**src/rtl/pps_pkg.sv**
```systemverilog
// Shared state encoding and default parameter values for the PPS period meter.
package pps_pkg;

    typedef enum logic [1:0] {
        IDLE    = 2'd0,
        MEASURE = 2'd1,
        LOST    = 2'd2
    } pps_state_t;

    localparam int unsigned DEF_CNT_W       = 32;
    localparam int unsigned DEF_SYNC_STAGES = 2;
    localparam logic [31:0] DEF_TIMEOUT_CYC = 32'd15_000_000;
    localparam int unsigned DEF_TOL         = 16;
    localparam int unsigned DEF_LOCK_N      = 4;

endpackage

```
**src/rtl/pps_sync_edge.sv**
```systemverilog
// Brings an asynchronous pulse into the clk domain and emits a registered
// one-cycle strobe on each rising edge of the synchronized level.
module pps_sync_edge
    import pps_pkg::*;
#(
    parameter int unsigned SYNC_STAGES = DEF_SYNC_STAGES
) (
    input  logic clk,
    input  logic rst,
    input  logic async_in,
    output logic edge_out
);

    logic [SYNC_STAGES-1:0] sync_q;
    logic                   last_q;
    logic                   edge_q;

    always_ff @(posedge clk) begin
        if (rst) begin
            sync_q <= '0;
            last_q <= 1'b0;
            edge_q <= 1'b0;
        end else begin
            sync_q <= {sync_q[SYNC_STAGES-2:0], async_in};
            last_q <= sync_q[SYNC_STAGES-1];
            edge_q <= sync_q[SYNC_STAGES-1] & ~last_q;
        end
    end

    assign edge_out = edge_q;

endmodule

```
**src/rtl/pps_period_meter.sv**
```systemverilog
// Measures clk cycles between PPS rising edges, tracks lock/timeout and hands
// each period word to a consumer through a one-entry valid/ready slot.
module pps_period_meter
    import pps_pkg::*;
#(
    parameter int unsigned CNT_W       = DEF_CNT_W,
    parameter int unsigned SYNC_STAGES = DEF_SYNC_STAGES,
    parameter logic [31:0] TIMEOUT_CYC = DEF_TIMEOUT_CYC,
    parameter int unsigned TOL         = DEF_TOL,
    parameter int unsigned LOCK_N      = DEF_LOCK_N
) (
    input  logic             clk,
    input  logic             rst,
    input  logic             pps_in,
    output logic [CNT_W-1:0] period,
    output logic             period_valid,
    input  logic             period_ready,
    output logic             locked,
    output logic             timeout,
    output logic             overrun,
    input  logic             overrun_clr
);

    localparam int unsigned      LCW      = $clog2(LOCK_N + 1);
    localparam logic [CNT_W-1:0] TO_VAL   = CNT_W'(TIMEOUT_CYC);
    localparam logic [CNT_W:0]   TOL_VAL  = (CNT_W+1)'(TOL);
    localparam logic [LCW-1:0]   LOCK_VAL = LCW'(LOCK_N);

    function automatic logic [CNT_W-1:0] sat_inc(input logic [CNT_W-1:0] v);
        return (&v) ? v : v + CNT_W'(1);
    endfunction

    function automatic logic [CNT_W:0] abs_diff(input logic [CNT_W-1:0] a,
                                                input logic [CNT_W-1:0] b);
        logic signed [CNT_W:0] d;
        d = $signed({1'b0, a}) - $signed({1'b0, b});
        return d[CNT_W] ? $unsigned(-d) : $unsigned(d);
    endfunction

    logic             edge_s;
    pps_state_t       state_q, state_d;
    logic [CNT_W-1:0] cnt_q, cnt_d;
    logic [CNT_W-1:0] period_q, period_d;
    logic             valid_q, valid_d;
    logic             overrun_q, overrun_d;
    logic             locked_q, locked_d;
    logic             timeout_q, timeout_d;
    logic [LCW-1:0]   lock_cnt_q, lock_cnt_d;
    logic [CNT_W-1:0] prev_q, prev_d;
    logic             seeded_q, seeded_d;
    logic             accept;
    logic             result;
    logic [CNT_W:0]   diff;

    pps_sync_edge #(
        .SYNC_STAGES(SYNC_STAGES)
    ) u_sync_edge (
        .clk     (clk),
        .rst     (rst),
        .async_in(pps_in),
        .edge_out(edge_s)
    );

    always_comb begin
        state_d    = state_q;
        cnt_d      = cnt_q;
        period_d   = period_q;
        valid_d    = valid_q;
        overrun_d  = overrun_q;
        locked_d   = locked_q;
        timeout_d  = 1'b0;
        lock_cnt_d = lock_cnt_q;
        prev_d     = prev_q;
        seeded_d   = seeded_q;
        result     = 1'b0;
        accept     = valid_q & period_ready;
        diff       = abs_diff(cnt_q, prev_q);

        if (accept) begin
            valid_d = 1'b0;
        end
        if (overrun_clr) begin
            overrun_d = 1'b0;
        end

        case (state_q)
            IDLE, LOST: begin
                // A first edge only starts the count; no previous result exists.
                if (edge_s) begin
                    state_d  = MEASURE;
                    cnt_d    = CNT_W'(1);
                    seeded_d = 1'b0;
                end
            end
            MEASURE: begin
                if (edge_s) begin
                    cnt_d  = CNT_W'(1);
                    result = 1'b1;
                end else begin
                    cnt_d = sat_inc(cnt_q);
                    if (cnt_q == TO_VAL) begin
                        state_d    = LOST;
                        timeout_d  = 1'b1;
                        lock_cnt_d = '0;
                        locked_d   = 1'b0;
                    end
                end
            end
            default: begin
                state_d = IDLE;
            end
        endcase

        if (result) begin
            if (!valid_q || accept) begin
                period_d = cnt_q;
                valid_d  = 1'b1;
            end else begin
                overrun_d = 1'b1;
            end
            // Lock tracking sees every result, including ones dropped above.
            prev_d = cnt_q;
            if (!seeded_q) begin
                seeded_d   = 1'b1;
                lock_cnt_d = '0;
                locked_d   = 1'b0;
            end else if (diff <= TOL_VAL) begin
                lock_cnt_d = (lock_cnt_q == LOCK_VAL) ? lock_cnt_q : lock_cnt_q + LCW'(1);
                locked_d   = (lock_cnt_d == LOCK_VAL);
            end else begin
                lock_cnt_d = '0;
                locked_d   = 1'b0;
            end
        end
    end

    always_ff @(posedge clk) begin
        if (rst) begin
            state_q    <= IDLE;
            cnt_q      <= '0;
            period_q   <= '0;
            valid_q    <= 1'b0;
            overrun_q  <= 1'b0;
            locked_q   <= 1'b0;
            timeout_q  <= 1'b0;
            lock_cnt_q <= '0;
            prev_q     <= '0;
            seeded_q   <= 1'b0;
        end else begin
            state_q    <= state_d;
            cnt_q      <= cnt_d;
            period_q   <= period_d;
            valid_q    <= valid_d;
            overrun_q  <= overrun_d;
            locked_q   <= locked_d;
            timeout_q  <= timeout_d;
            lock_cnt_q <= lock_cnt_d;
            prev_q     <= prev_d;
            seeded_q   <= seeded_d;
        end
    end

    assign period       = period_q;
    assign period_valid = valid_q;
    assign locked       = locked_q;
    assign timeout      = timeout_q;
    assign overrun      = overrun_q;

endmodule

```
**config.mk**
```make
export PLATFORM = sky130hd
export DESIGN_NAME = pps_period_meter
export DESIGN_NICKNAME = d
export VERILOG_FILES = /design/src/rtl/pps_pkg.sv /design/src/rtl/pps_sync_edge.sv /design/src/rtl/pps_period_meter.sv
export SDC_FILE = /design/constraint.sdc
export NUM_CORES = 1
export LEC_CHECK = 0
export CAP_MARGIN = 10
export CORE_ASPECT_RATIO = 0.8
export CORE_MARGIN = 3
export CORE_UTILIZATION = 51
export DETAILED_ROUTE_END_ITERATION = 6
export GPL_TIMING_DRIVEN = 0
export PLACE_DENSITY = 0.76
export SETUP_SLACK_MARGIN = 0.1
export SYNTH_ARGS = -nofsm -noshare
export SYNTH_HDL_FRONTEND = slang
export SYNTH_HIERARCHICAL = 1
export SYNTH_SLANG_ARGS = --single-unit
export TNS_END_PERCENT = 50
```
**constraint.sdc**
```tcl
create_clock -name clk -period 9.9 [get_ports clk]
set_input_delay 2.97 -clock clk [delete_from_list [all_inputs] [get_ports clk]]
set_output_delay 2.97 -clock clk [all_outputs]
set_load 0.005 [all_outputs]
```
Word level (Yosys, flattened, before mapping)
Index checks and enable logic that the tools add are counted.

storage, ports and cells
  bits in registers = 110
  bits of input ports = 5
  word-level logic and storage cells = 80

cells by class
  add/sub/neg operators = 4
  magnitude comparators = 1
  eq/ne operators = 10
  mux-type cells = 35
  bitwise logic cells = 4
  reductions and logical operators = 13

operators with widths
  operator               number
  $mux 32                3
  $pmux 32 s2            1
  $le 33x5->1 const B    1
  $mux 33                1
  $neg 33->33            1
  $sub 32x32->33         1
  $add 32x1->32 const B  1
  $eq 32x24->1 const B   1
  $reduce_and 32->1      1
  $mux 3                 7
  $mux 1                 19
  $reduce_and 3->1       3
  $eq 3x3->1 const B     2
  $mux 2                 3
  $ne 2x2->1 const B     3
  $reduce_bool 2->1      3
  $pmux 2 s2             1
  $add 3x1->3 const B    1
  $ne 3x2->1 const B     1
  $reduce_or 3->1        1
  $and 1x1->1            2
  $eq 2x1->1 const B     1
  $eq 2x2->1 const B     1
  $logic_not 2->1        1
  other kinds (6)        7

Longest topological paths before layout
  depth in word-level cells = 7
  depth in mapped cells = 16
  depth with buffers taken out = 15

By module
Netlist, hierarchy kept.

by module, submodules not included
  module            instances  cells each  area an instance (um^2)  sequential area each (um^2)
  pps_period_meter  1          1072        7654.8                   2122.0
  pps_sync_edge     1          8           111.4                    80.1

Worst setup path after synthesis
No wires, ideal clock.

  kind = register to register
  from = reg cnt_q[0]
  to = reg lock_cnt_q[2]
  setup time = 0.073 ns
  arrival time = 4.032 ns
  data required time = 9.827 ns
  setup slack = 5.795 ns
  stages on the path, launching flop included = 16
  path buffers = 0
  clock period less this slack = 4.105 ns
  cell sequence = dfxtp_1 inv_1 ha_1 fa_1 xor2_1 nand4b_1 mux2_2 a311o_1 or3_4 nor4b_4 nand4_2 nor3_2 a2bb2o_2 a2111oi_4 a41oi_1 nor3_2

on the way
  longest elaborated chain between the ends = 7
  elaborated cells between the ends (all ways) = 10
  classes of those cells = 2 x add/sub; 1 x order compare; 1 x eq/ne; 4 x mux; 2 x reduce/logical

RTL lines
  what                    line                     RTL
  start, declared         pps_period_meter.sv:42   logic [CNT_W-1:0] cnt_q, cnt_d;
  start signal, assigned  pps_period_meter.sv:151  cnt_q <= cnt_d;
  $sub 32x32->33          pps_period_meter.sv:36   d = $signed({1'b0, a}) - $signed({1'b0, b});
  $neg 33->33             pps_period_meter.sv:37   return d[CNT_W] ? $unsigned(-d) : $unsigned(d);
  $mux 33                 pps_period_meter.sv:37
  $le 33x5->1             pps_period_meter.sv:127  end else if (diff <= TOL_VAL) begin
  $mux 3                  pps_period_meter.sv:127
  $mux 3                  pps_period_meter.sv:123  if (!seeded_q) begin
  $mux 3                  pps_period_meter.sv:114  if (result) begin
  end signal, assigned    pps_period_meter.sv:157  lock_cnt_q <= lock_cnt_d;
  end, declared           pps_period_meter.sv:48   logic [LCW-1:0] lock_cnt_q, lock_cnt_d;

Several ways; a longest one is shown, not always the timed one.
A chain may end at the register's enable or synchronous reset.

Worst setup path in the final report
Ends and elaborated chain as after synthesis.

==> metrics.log <==
INFO  metric outcome = completed
INFO  metric antenna_violating_nets_left = 0
INFO  metric maxCapViolations = 0
INFO  metric cts_setup_buffers = 0
INFO  metric num_vias = 8138
INFO  metric fp.dieArea = 16800 sq um
INFO  metric critical_path.max_fanout = 10
INFO  metric tightestPinTransition = 1.02 ns
INFO  metric detail_route.iter0.violations = 807
INFO  metric clkLatencyLatePin = 0.36 ns
INFO  metric cts.root.buffer_cell = sky130_fd_sc_hd__clkbuf_16
INFO  metric grt_start_max_net_pins = 23
INFO  metric hold_viol_final = 0
INFO  metric place_congestion = 0.949
INFO  metric grt_antenna_before_repair = 0
INFO  metric drt-total-wl = 22800 microns
INFO  metric synthToLayoutAreaGrowth = 12.3%
INFO  metric clkTransAtPathRegs = 0.08 ns
INFO  metric globalRoute.totalOverflow = 0
INFO  metric timing.critical_path.to_type = register
INFO  metric critical_path.max_stage_delay = 0.59 ns
INFO  metric cts-buffers-inserted = 9
INFO  metric synth.cell_area = 7770 sq um
INFO  metric synth.distinct_cells = 81
INFO  metric commonest_non_fill_non_tap_cell_in_the_layout = sky130_fd_sc_hd__nand2_1
INFO  metric start_util = 0.532
INFO  metric placement_rows = 39
INFO  metric cts.hold.buffers_added = 0
INFO  metric die_width = 144 microns
INFO  metric maximum_vdd_drop = 0.108 mV
INFO  metric routedWlPerCell = 17.2 microns
INFO  metric layoutNonFillerInstCount = 1322
INFO  metric placed_cells_incl_taps = 1304
INFO  metric setup_total_negative_slack = 0 ns
INFO  metric hold_path_class = register to register
INFO  metric global_route.usage.total = 0.276
INFO  metric final_layout_size_suffix_gt1_frac = 0.0501
INFO  metric via_count_of_the_first_global_routing_pass = 7274
INFO  metric vias_per_cell = 6.16
INFO  metric synth.yosys.seq_area_share = 0.284
INFO  metric synthesis.yosys.warnings = 6
INFO  metric crit_slowest_cell = sky130_fd_sc_hd__o211ai_1
INFO  metric nets = 1175
INFO  metric rsz0062_at_grt = false
INFO  metric critical_path.cell_chain = inv_1 > ha_1 > fa_1 > nand2b_1 > a21boi_1 > o21ai_0 > o211ai_1 > o22a_1 > clkbuf_1 > clkbuf_1 > nor2_1 > mux2i_1 > o2111ai_1 > nor4_2 > a41oi_1 > nor3_2
INFO  metric cts_htree_levels = 3
INFO  metric cts_max_path_buffers = 2
INFO  metric cts_tree = built
INFO  metric drv_slew = 0
INFO  metric first_pass_iters = 5
INFO  metric leakagePower = 3.38 nW
INFO  metric synth_fp_nets = 1122
INFO  metric port-buffer-count = 40
INFO  metric cp-start-kind = register
INFO  metric fin_util = 0.598
INFO  metric dpl.hpwl = 17400 microns
INFO  metric die_height = 116 microns
INFO  metric post_cts_resize_count = 0
INFO  metric layout_common_cells = sky130_fd_sc_hd__nand2_1, sky130_fd_sc_hd__a21oi_1, sky130_fd_sc_hd__dfxtp_1, sky130_fd_sc_hd__nor2_1, sky130_fd_sc_hd__inv_1
INFO  metric synth-seq-cells = 110
INFO  metric placeableCoreArea = 14600 sq um
INFO  metric i_o_pins = 41
INFO  metric final-setup-viol-count = 0
INFO  metric final.setup_skew = 0.0107 ns
INFO  metric synth-edff-count = 0
INFO  metric clock.fmax = 191 MHz
INFO  metric post_synth_inst_count = 1080
INFO  metric numClockSinks = 110
INFO  metric detail_route.drc_violations = 0
INFO  metric ys_async_sr_fraction = 0
INFO  metric n_antenna_cell = 0
INFO  metric power.density_cell_area = 103 nW/um^2
INFO  metric fin_crit = 5.24 ns
INFO  metric timing.final.crit_share = 0.529
INFO  metric grt_first_pass_wirelength = 37200 microns
INFO  metric synthFlopType = sky130_fd_sc_hd__dfxtp_1
INFO  metric critPathMostFrequentCell = sky130_fd_sc_hd__clkbuf_1
INFO  metric finalPower = 896 uW
INFO  metric criticalPathCategory = register to register
INFO  metric maxSlewHeadroom = 0.321
INFO  metric syn_area_per_cell = 7.19 sq um
INFO  metric worst-endpoint-arrival = 5.53 ns
INFO  metric worst_ep_required_time = 10.20 ns
## layout make-up
| cell class | instances | area, sq um |
|---|---|---|
| multi-input cells | 868 | 5170 |
| well taps | 184 | 230 |
| fillers | 1362 | 5870 |
| clock inverters | 7 | 91.3 |
| repair buffers | 42 | 410 |
| plain buffers | 53 | 210 |
| inverters | 49 | 184 |
| flip-flops and latches | 110 | 2200 |
| clock buffers | 9 | 225 |
## sequential cells by signal, summed over array words and instances, names as in the netlist, 2 cells and up
signal              cells
cnt_q                  32
period                 32
prev_q                 32
lock_cnt_q              3
state_q                 2
u_sync_edge/sync_q      2
## routing by layer
| metal | track usage | share of wire |
|---|---|---|
| met1 | 0.403 | 0.48 |
| met2 | 0.407 | 0.42 |
| met3 | 0.0671 | 0.083 |
| met4 | 0.0747 | 0.019 |
| met5 | 0 | 0 |
## worst max-delay path, delay by kind of cell (launching register included)
kind | cells | cell delay (ns)
flops | 1 | 0.54
fa+ha+maj | 2 | 0.70
simple gates | 4 | 0.97
buf+inv | 3 | 1.01
compound gates | 6 | 1.76
mux | 1 | 0.18
## synthesized netlist by cell type, types with 7 or more instances
library cell,instances,area [sq um]
sky130_fd_sc_hd__a211oi_1,8,60.1
sky130_fd_sc_hd__a21o_1,12,90.1
sky130_fd_sc_hd__a21oi_1,130,651
sky130_fd_sc_hd__and3_1,10,62.6
sky130_fd_sc_hd__clkbuf_1,48,180
sky130_fd_sc_hd__dfxtp_1,110,2200
sky130_fd_sc_hd__ha_1,36,450
sky130_fd_sc_hd__inv_1,49,184
sky130_fd_sc_hd__mux2i_1,12,120
sky130_fd_sc_hd__nand2_1,203,762
sky130_fd_sc_hd__nand2b_1,9,56.3
sky130_fd_sc_hd__nand3_1,28,140
sky130_fd_sc_hd__nand4_1,23,144
sky130_fd_sc_hd__nor2_1,87,327
sky130_fd_sc_hd__nor2b_1,11,68.8
sky130_fd_sc_hd__nor3_1,36,180
sky130_fd_sc_hd__nor4_1,7,43.8
sky130_fd_sc_hd__o2111ai_1,8,70.1
sky130_fd_sc_hd__o211a_1,9,90.1
sky130_fd_sc_hd__o211ai_1,16,120
sky130_fd_sc_hd__o21ai_0,48,240
sky130_fd_sc_hd__or2_2,11,68.8
sky130_fd_sc_hd__or3_1,15,93.8
sky130_fd_sc_hd__xnor2_1,17,149
sky130_fd_sc_hd__xor2_1,18,158
## cells by family (layout without fill, tap and decap cells)
group / count (synthesis) / count (layout) / share of synthesized area
AO/OA/AOI/OAI: 303 / 303 / 0.249
flip-flops: 110 / 110 / 0.284
adder cells (fa/ha/maj): 37 / 37 / 0.0606
buffers and inverters: 102 / 160 / 0.0507
XOR/XNOR: 35 / 35 / 0.0395
multiplexers: 15 / 15 / 0.0198
AND/OR/NAND/NOR: 478 / 478 / 0.297
## per-stage QoR
stage,hold WS (ns),cell area [sq um],setup WS (ns)
3_3_place_gp,0.394,8400,4.80
6_report,0.410,8720,4.66
3_5_place_dp,0.401,8400,4.81
2_1_floorplan,0.387,7770,5.79
4_1_cts,0.406,8710,4.90
5_1_grt,0.424,8720,4.40
## worst paths after layout
| check | start | endpoint | slack, ns | cells after the start |
|---|---|---|---|---|
| max | cnt_q[0] | lock_cnt_q[2] | 4.66 | 16 |
| min | u_sync_edge/last_q | u_sync_edge/edge_out | 0.41 | 1 |
| min reg2reg | u_sync_edge/last_q | u_sync_edge/edge_out | 0.41 | 1 |
| max reg2reg | cnt_q[0] | lock_cnt_q[2] | 4.66 | 16 |
## where the power goes
group | internal [mW] | total [mW] | leakage, nW | switching [mW]
clock network | 0.183 | 0.383 | 0.152 | 0.200
logic | 0.0253 | 0.0683 | 2.34 | 0.0430
registers | 0.443 | 0.445 | 0.886 | 0.00155
Note: power is estimated with default switching activity, not from simulation.
